**config.mk**
```make
export PLATFORM = sky130hd
export DESIGN_NAME = branch_predict_unit
export DESIGN_NICKNAME = d
export VERILOG_FILES = /design/src/rtl/branch_predict_unit_pkg.sv /design/src/rtl/branch_predict_unit_cond.sv /design/src/rtl/branch_predict_unit.sv
export SDC_FILE = /design/constraint.sdc
export NUM_CORES = 2
export LEC_CHECK = 0
export CORE_MARGIN = 4
export CORE_UTILIZATION = 50
export DETAILED_ROUTE_END_ITERATION = 8
export PLACE_DENSITY_LB_ADDON = 0.25
export SKIP_LAST_GASP = 1
export SLEW_MARGIN = 30
export SYNTH_ARGS = -nofsm -noshare
export SYNTH_HDL_FRONTEND = slang
export SYNTH_SLANG_ARGS = --single-unit
```
**constraint.sdc**
```tcl
create_clock -name clk -period 7.1 [get_ports clk]
set_clock_uncertainty 0.1 [all_clocks]
set_input_delay 1.065 -clock clk [delete_from_list [all_inputs] [get_ports clk]]
set_output_delay 1.065 -clock clk [all_outputs]
set_load 0.01 [all_outputs]
```
**src/rtl/branch_predict_unit_pkg.sv**
```systemverilog
// Shared pipeline definitions: opcodes, branch funct3 codes and BTB counter helpers.
package branch_predict_unit_pkg;

    // Control-transfer opcodes.
    localparam logic [6:0] OPC_B_TYPE  = 7'b1100011;
    localparam logic [6:0] OPC_J_TYPE  = 7'b1101111;
    localparam logic [6:0] OPC_JR_TYPE = 7'b1100111;

    // Branch funct3 codes.
    localparam logic [2:0] F3_BEQ  = 3'b000;
    localparam logic [2:0] F3_BNE  = 3'b001;
    localparam logic [2:0] F3_BLT  = 3'b100;
    localparam logic [2:0] F3_BGE  = 3'b101;
    localparam logic [2:0] F3_BLTU = 3'b110;
    localparam logic [2:0] F3_BGEU = 3'b111;

    // 2-bit saturating counter encodings used on allocation.
    localparam logic [1:0] CNT_WEAK_TAKEN   = 2'b10;
    localparam logic [1:0] CNT_STRONG_TAKEN = 2'b11;

    // Saturating counter step: up on taken, down on not taken.
    function automatic logic [1:0] cnt_next(input logic [1:0] cnt, input logic taken);
        logic [1:0] res;
        res = cnt;
        if (taken && (cnt != 2'b11)) begin
            res = cnt + 2'b01;
        end else if (!taken && (cnt != 2'b00)) begin
            res = cnt - 2'b01;
        end
        return res;
    endfunction

endpackage

```
**src/rtl/branch_predict_unit_cond.sv**
```systemverilog
// Combinational branch condition evaluator: all six RV32 branch conditions plus JAL/JALR.
module branch_cond_eval
    import branch_predict_unit_pkg::*;
#(
    parameter int unsigned XLEN = 32
) (
    input  logic [6:0]      i_opcode,
    input  logic [2:0]      i_brop,
    input  logic [XLEN-1:0] i_data1,
    input  logic [XLEN-1:0] i_data2,
    output logic            o_taken
);

    // Decode the branch outcome; unknown funct3 on a B-type resolves as not taken.
    always_comb begin
        o_taken = 1'b0;
        if (i_opcode == OPC_B_TYPE) begin
            case (i_brop)
                F3_BEQ:  o_taken = (i_data1 == i_data2);
                F3_BNE:  o_taken = (i_data1 != i_data2);
                F3_BLT:  o_taken = ($signed(i_data1) < $signed(i_data2));
                F3_BGE:  o_taken = ($signed(i_data1) >= $signed(i_data2));
                F3_BLTU: o_taken = (i_data1 < i_data2);
                F3_BGEU: o_taken = (i_data1 >= i_data2);
                default: o_taken = 1'b0;
            endcase
        end else if ((i_opcode == OPC_J_TYPE) || (i_opcode == OPC_JR_TYPE)) begin
            o_taken = 1'b1;
        end
    end

endmodule

```
**src/rtl/branch_predict_unit.sv**
```systemverilog
// Branch prediction and resolution: direct-mapped BTB with 2-bit counters, EX-stage
// resolver with registered redirect, and wrapping branch/mispredict event counters.
module branch_predict_unit
    import branch_predict_unit_pkg::*;
#(
    parameter int unsigned XLEN        = 32,
    parameter int unsigned BTB_ENTRIES = 64
) (
    input  logic            clk,
    input  logic            rst_n,
    input  logic [XLEN-1:0] i_if_pc,
    output logic            o_pred_taken,
    output logic [XLEN-1:0] o_pred_target,
    input  logic            i_ex_valid,
    input  logic [6:0]      i_ex_opcode,
    input  logic [2:0]      i_ex_brop,
    input  logic [XLEN-1:0] i_ex_pc,
    input  logic [XLEN-1:0] i_ex_data1,
    input  logic [XLEN-1:0] i_ex_data2,
    input  logic [XLEN-1:0] i_ex_target,
    input  logic            i_ex_pred_taken,
    input  logic [XLEN-1:0] i_ex_pred_target,
    output logic            o_redirect,
    output logic [XLEN-1:0] o_redirect_pc,
    output logic [31:0]     o_br_count,
    output logic [31:0]     o_mis_count
);

    localparam int unsigned IDX  = $clog2(BTB_ENTRIES);
    localparam int unsigned TAGW = XLEN - IDX - 2;

    // BTB storage; only the valid bits are reset.
    logic [BTB_ENTRIES-1:0] r_valid;
    logic [TAGW-1:0]        r_tag    [BTB_ENTRIES];
    logic [XLEN-1:0]        r_target [BTB_ENTRIES];
    logic [1:0]             r_cnt    [BTB_ENTRIES];

    logic            r_redirect;
    logic [XLEN-1:0] r_redirect_pc;
    logic [31:0]     r_br_count;
    logic [31:0]     r_mis_count;

    logic [IDX-1:0]  w_if_idx;
    logic [TAGW-1:0] w_if_tag;
    logic            w_if_hit;
    logic [IDX-1:0]  w_ex_idx;
    logic [TAGW-1:0] w_ex_tag;
    logic            w_ex_hit;
    logic            w_is_b;
    logic            w_is_jal;
    logic            w_is_jalr;
    logic            w_resolve;
    logic            w_taken;
    logic [XLEN-1:0] w_actual_pc;
    logic            w_mispredict;
    logic            w_wr_en;
    logic [1:0]      w_wr_cnt;
    logic [XLEN-1:0] w_wr_target;
    logic [1:0]      w_unused_bits;

    assign w_unused_bits = i_if_pc[1:0];

    // IF lookup reads registered state, so a same-cycle update is not visible here.
    assign w_if_idx      = i_if_pc[IDX+1:2];
    assign w_if_tag      = i_if_pc[XLEN-1:IDX+2];
    assign w_if_hit      = r_valid[w_if_idx] && (r_tag[w_if_idx] == w_if_tag);
    assign o_pred_taken  = w_if_hit && r_cnt[w_if_idx][1];
    assign o_pred_target = r_target[w_if_idx];

    assign w_ex_idx = i_ex_pc[IDX+1:2];
    assign w_ex_tag = i_ex_pc[XLEN-1:IDX+2];
    assign w_ex_hit = r_valid[w_ex_idx] && (r_tag[w_ex_idx] == w_ex_tag);

    assign w_is_b    = (i_ex_opcode == OPC_B_TYPE);
    assign w_is_jal  = (i_ex_opcode == OPC_J_TYPE);
    assign w_is_jalr = (i_ex_opcode == OPC_JR_TYPE);
    assign w_resolve = i_ex_valid && (w_is_b || w_is_jal || w_is_jalr);

    branch_cond_eval #(
        .XLEN (XLEN)
    ) u_cond (
        .i_opcode (i_ex_opcode),
        .i_brop   (i_ex_brop),
        .i_data1  (i_ex_data1),
        .i_data2  (i_ex_data2),
        .o_taken  (w_taken)
    );

    assign w_actual_pc  = w_taken ? i_ex_target : (i_ex_pc + XLEN'(4));
    assign w_mispredict = (w_taken != i_ex_pred_taken) ||
                          (w_taken && (i_ex_pred_target != i_ex_target));

    // BTB write request: B-type trains on hit or allocates on taken miss, JAL always
    // allocates strongly taken, JALR never writes.
    always_comb begin
        w_wr_en     = 1'b0;
        w_wr_cnt    = r_cnt[w_ex_idx];
        w_wr_target = r_target[w_ex_idx];
        if (i_ex_valid) begin
            if (w_is_b) begin
                if (w_ex_hit) begin
                    w_wr_en  = 1'b1;
                    w_wr_cnt = cnt_next(r_cnt[w_ex_idx], w_taken);
                    if (w_taken) begin
                        w_wr_target = i_ex_target;
                    end
                end else if (w_taken) begin
                    w_wr_en     = 1'b1;
                    w_wr_cnt    = CNT_WEAK_TAKEN;
                    w_wr_target = i_ex_target;
                end
            end else if (w_is_jal) begin
                w_wr_en     = 1'b1;
                w_wr_cnt    = CNT_STRONG_TAKEN;
                w_wr_target = i_ex_target;
            end
        end
    end

    // Valid bits: cleared by reset, set on any BTB write.
    always_ff @(posedge clk or negedge rst_n) begin
        if (!rst_n) begin
            r_valid <= '0;
        end else if (w_wr_en) begin
            r_valid[w_ex_idx] <= 1'b1;
        end
    end

    // Entry payload: no reset needed since valid gates every use.
    always_ff @(posedge clk) begin
        if (w_wr_en) begin
            r_tag[w_ex_idx]    <= w_ex_tag;
            r_target[w_ex_idx] <= w_wr_target;
            r_cnt[w_ex_idx]    <= w_wr_cnt;
        end
    end

    // One-cycle redirect pulse on mispredict; redirect_pc holds between pulses.
    always_ff @(posedge clk or negedge rst_n) begin
        if (!rst_n) begin
            r_redirect    <= 1'b0;
            r_redirect_pc <= '0;
        end else if (w_resolve && w_mispredict) begin
            r_redirect    <= 1'b1;
            r_redirect_pc <= w_actual_pc;
        end else begin
            r_redirect    <= 1'b0;
        end
    end

    // Wrapping event counters for resolved control transfers and mispredicts.
    always_ff @(posedge clk or negedge rst_n) begin
        if (!rst_n) begin
            r_br_count  <= '0;
            r_mis_count <= '0;
        end else if (w_resolve) begin
            r_br_count <= r_br_count + 32'd1;
            if (w_mispredict) begin
                r_mis_count <= r_mis_count + 32'd1;
            end
        end
    end

    assign o_redirect    = r_redirect;
    assign o_redirect_pc = r_redirect_pc;
    assign o_br_count    = r_br_count;
    assign o_mis_count   = r_mis_count;

endmodule

```
# Yosys cells after proc, flatten, opt, wreduce, memory -nomap -nowiden
# Memory sizes are Yosys's and may differ from the RTL's.
# Cells that the tools add are included.
# classes
n_addsub	5
order_cmp	7
eq_ne	18
muxes	29
n_bitwise	1
reduce_logical	18
# op_table
operator	count
32-bit two-way mux	5
32-bit by 1-bit adder with 32-bit output, second input constant	2
32-bit >= comparator	2
32-bit < comparator	2
32-bit inequality test	2
64-bit OR	1
24-bit == test	2
32-bit by 3-bit adder with 32-bit output, second input constant	1
32-bit == test	1
7-bit == test, second input constant	3
6-bit by 7-bit < comparator with 1-bit output, second input constant	2
2-bit two-way mux	7
1-bit two-way mux	13
1-bit binary-select mux with 6-bit select	2
3-bit == test, second input constant	4
1-bit logical AND	9
1-bit demux with 6-bit select	1
6-bit by 1-bit >= comparator with 1-bit output, second input constant	1
3-bit inequality test, second input constant	2
1-bit one-hot mux with 6 select lines	1
1-bit logical OR	4
4-bit AND reduction	1
3-bit by 1-bit == test with 1-bit output, second input constant	1
3-bit logical NOT	1
8 further kinds	8
# word_totals
regBits	161
ramBits	3712
input_bits	206
output_inout_bits	130
word_cells	86
n_memories	3
# memory_table
name	depth	word_bits	rd	rd_ports_with_merged_regs	wr	line_no	text
r_target	64	32	1	0	1	branch_predict_unit.sv:35	logic [XLEN-1:0] r_target [BTB_ENTRIES];
r_tag	64	24	2	0	1	branch_predict_unit.sv:34	logic [TAGW-1:0] r_tag [BTB_ENTRIES];
r_cnt	64	2	2	0	1	branch_predict_unit.sv:36	logic [1:0] r_cnt [BTB_ENTRIES];

# Longest topological paths before layout
# logic_depth
ltp_word	11
ltp_mapped	20
depth_no_buf	13

# By module
# Synthesis repeated with hierarchy kept, for this count alone.
# hier_totals
hier_cells	8039
hier_area_um2	163538.1
# modules_own_cells
module	instances	cells_each	area_each_um2	seq_area_each_um2
branch_predict_unit	1	7909	162606.0	115495.8
branch_cond_eval	1	130	932.1	0.0

# Least setup slack after synthesis
# Ideal clock, no wire load.
# synth_timing
path_kind	input port to flip-flop
start	input port i_ex_pc[4]
end	memory r_cnt[0][1] (data pin)
setup_time_ps	720
t_arrival_ps	6755
required_time_ps	6280
path_slack_ps	-475
stages	18
n_path_buf	7
cell_sequence	buf_6 buf_6 buf_6 buf_2 buf_2 buf_2 buf_2 mux2_2 a22oi_1 o22ai_1 a221o_1 a222oi_1 nand3_1 ha_1 nor2b_1 a2111o_1 a2111oi_0 a211oi_1
# synth_via
elab_chain_len	8
word_cells_on_any_way	19
cone_classes	add/sub (2); eq/ne (2); mux (9); reduce/logical (4); memory (2)
# synth_lines
item	line_no	text
from (decl)	branch_predict_unit.sv:17	input logic [XLEN-1:0] i_ex_pc,
parallel branches: the longest is 7 deep, another holds memory 64 x 2 bit	n/a	
2-bit two-way mux *	branch_predict_unit.sv:99	if (i_ex_valid) begin
net w_wr_cnt[1]	branch_predict_unit.sv:57	logic [1:0] w_wr_cnt;
to (decl)	branch_predict_unit.sv:36	
# Mark *: on every way through the listed nets, which the timed path passes. The select of a mux whose other input is x is not followed.

# Worst setup path in the final report
# layout_timing
start	input port i_if_pc[2]
end	output port o_pred_taken
# layout_via
elab_chain_len	4
word_cells_on_any_way	7
cone_classes	eq/ne (1); mux (2); reduce/logical (2); memory (2)
# layout_lines
item	line_no	text
from (decl)	branch_predict_unit.sv:11	input logic [XLEN-1:0] i_if_pc,
memory 64 x 24 bit or 1-bit binary-select mux with 6-bit select (tied branches)	n/a	
24-bit == test or 1-bit two-way mux (tied branches)	branch_predict_unit.sv:66	assign w_if_hit = r_valid[w_if_idx] && (r_tag[w_if_idx] == w_if_tag);
1-bit logical AND	branch_predict_unit.sv:66	
1-bit logical AND *	branch_predict_unit.sv:67	assign o_pred_taken = w_if_hit && r_cnt[w_if_idx][1];
to (decl)	branch_predict_unit.sv:12	output logic o_pred_taken,
# Mark *: on every way between the ends. The rest lies on a longest branch, timed or not. The select of a mux whose other input is x is not followed.

==> impl_metrics.csv <==
group,metric,value,unit
status,status,"complete, no violations",
worst_setup_path,crit_path_start_kind,"input port",
power,p_leak,61.36,nW
yosys,ys_top_cells_by_count,"edfxtp_1, mux4_2, clkbuf_1",
clock_network,clk_pin_slew,0.06,ns
floorplanning,die_area,338900,µm²
grt,grt_max_degree,138,
grt,overflow,0,
routing,vias,96280,
routing,drt_first_pass_iters,9,
clock_network,cts_resized,0,
placed_design,dp.cells,12770,
clock_network,htreeDepth,5,
clock_network,cts_post_setup_buffers_inserted,0,
yosys,async_flop_share,4.157,%
yosys,yosys_most_used_dff,"edfxtp_1",
layout,nets,9067,
yosys,yosysTopAreaCell,"edfxtp_1",
routing,drt-initial-drc-count,15800,
worst_setup_path,worstSetupPathType,"input port to primary output",
sta,period_share,97.29,%
worst_setup_path,arrival,5.74,ns
yosys,syn-num-nets,8338,
sta,fin_crit,6.908,ns
yosys,ys_seq_area_share,70.07,%
layout,syn_to_final_growth,16.60,%
yosys,yosysMostFrequentCell,"edfxtp_1",
sta,final-hold-violation-count,0,
floorplanning,pin_count,336,
sta,final_max_slew_viol_count,0,
sta,setup_violations,0,
sta,rsz0062_at_grt,"no",
yosys,syn-cell-area,164800,µm²
clock_network,cts_max_path_buffers,4,
yosys,synth-seq-cells,3873,
sta,relSlewSlack,24.82,%
grt,grt_pass1_wl,763.3,mm
grt,antenna_found_initial,51,
worst_setup_path,r2r_slack,1.84,ns
routing,postRouteAntennaNets,0,
yosys,synth_top_area_share,67.63,%
clock_network,numCtsBuffers,392,
layout,multi_input_area,47930,µm²
clock_network,clkSinkCount,3873,
sta,tns,0,ns
routing,drcViolationCount,0,
yosys,yosys_warnings,0,
yosys,synth_cell_types,81,
layout,drive_gt1_share,31.74,%
power,p_per_area,256.8,nW/µm²
layout,regArea,115500,µm²
power,power,49.36,mW
sta,fmax,144.8,MHz
yosys,synth_area_leaders,"edfxtp_1, mux4_2, dfrtp_1, mux2i_1, mux2_2",
routing,wirelength,554.9,mm
sta,worst_pin_slew,1.128,ns
clock_network,cts_root_buffer,"clkbuf_16",
job,maxCapViolations,0,
yosys,syn_avg_cell_area,20.36,µm²
power,ir_worst_vdd,0.0002391,V
grt,grt_pass1_vias,94970,
placed_design,gp_congestion,0.9445,
placed_design,dpl.hpwl,338.2,mm
layout,fin_cells,13520,
worst_setup_path,critPathCaptureType,"primary output",
placed_design,portBuffers,333,
clock_network,cts_tree,"yes",
routing,avgRoutedWirePerCell,41.03,µm
clock_network,clock_latency,0.97,ns
yosys,synth_edf_count,3712,
yosys,synthCells,8095,
worst_setup_path,worst-path-max-fanout,50,
layout,fillCellCount,23230,
routing,viasPerCell,7.119,
floorplanning,die_w,582.2,µm
floorplanning,core_area,327700,µm²
hold_path,min_path_type,"register to register",
floorplanning,core.rowCount,210,
floorplanning,die_height,582.2,µm
grt,track_usage,32.34,%
worst_setup_path,critical_path_required,5.93,ns
floorplanning,initial_utilization,50.31,%
[cells in the final DEF, fill, tap and decap left out, types with 76 or more instances in the layout]
master / count
buf_4: 380
xnor2_1: 123
mux2i_1: 207
clkdlybuf4s50_1: 267
a221oi_1: 128
nand3_1: 80
dfrtp_1: 161
nor3_1: 136
mux2_2: 150
edfxtp_1: 3712
clkinv_2: 76
nand2_1: 199
o22ai_1: 82
a22oi_1: 116
mux4_2: 1340
o21ai_0: 121
buf_12: 223
clkbuf_16: 405
clkbuf_1: 92
[routing by layer]
metal | vias up | track usage [%] | share of wire (%)
li1 | 36160 | - | -
met1 | 50270 | 41.31 | 34
met2 | 7937 | 49.70 | 46
met3 | 1891 | 9.180 | 13
met4 | 26 | 19.33 | 7.4
met5 | - | 0.2551 | 0.043
[logic make-up (layout without fill, tap and decap cells)]
group,Yosys count,after routing,share of synthesized area (%)
AND/OR/NAND/NOR,778,778,2.384
XOR/XNOR,170,170,0.9033
flip-flops,3873,3873,70.07
adder cells (fa/ha/maj),37,37,0.2809
buffers and inverters,652,1707,1.736
multiplexers,1698,1698,20.60
other,0,28,0
AO/OA/AOI/OAI,887,887,4.025
[per-stage QoR]
step	utilization, %	cell area, µm²	setup slack [ns]	hold slack [ns]
global route	58.64	192100	0.05717	0.3880
finish	58.66	192200	0.1925	0.3792
global placement	54.76	179400	0.1793	0.3633
CTS	58.62	192100	0.2423	0.1024
floorplan	-	164800	0.3707	0.3448
detailed placement	54.77	179500	0.2862	0.3695
[flip-flops by register name, summed over array words and instances, names as in the netlist]
register       cells
o_mis_count       32
r_cnt            128
o_br_count        32
o_redirect_pc     32
r_target        2048
o_redirect         1
r_valid           64
r_tag           1536
[what timing repair did]
item                                    CTS  global route
hold endpoints to repair                  0            29
endpoints found under the setup margin    0             0
hold buffers                              0             1
[power by group]
group          switching (mW)  total [mW]  leakage, nW  internal (mW)
sequential             0.0906        25.2         35.6           25.1
combinational            2.22        3.68         19.7           1.46
clock                    8.75        20.5         6.15           11.7
[layout make-up]
| class | instances | area share (%) |
|---|---|---|
| clock inverters | 213 | 1.024 |
| multi-input cells | 3570 | 24.94 |
| flip-flops and latches | 3873 | 60.10 |
| well taps | 4346 | 2.829 |
| diodes | 28 | 0.03646 |
| inverters | 49 | 0.09831 |
| repair buffers | 938 | 5.450 |
| clock buffers | 507 | 5.525 |
[worst paths after layout]
check,startpoint,endpoint,depth (start not counted)
setup / recovery,i_if_pc[2],o_pred_taken,14
hold reg to reg,o_br_count[31],o_br_count[31],1
hold / removal,o_br_count[31],o_br_count[31],1
setup reg to reg,r_tag[56][2],r_tag[16][3],13
max in group asynchronous,rst_n,r_valid[46],4
min in group asynchronous,rst_n,o_redirect_pc[1],2
[worst max-delay path: stages]
cell             delay [ns]
buf_16                 0.29
buf_12                 0.23
buf_4                  0.18
mux4_2                 0.50
mux4_2                 0.59
mux4_2                 0.50
xnor2_1                0.31
nand4_1                0.16
nor2_1                 0.36
buf_4                  0.18
nand4_1                0.16
buf_4                  0.26
nor4_1                 0.19
clkdlybuf4s50_1        0.60
(Power assumes the default switching activity.)
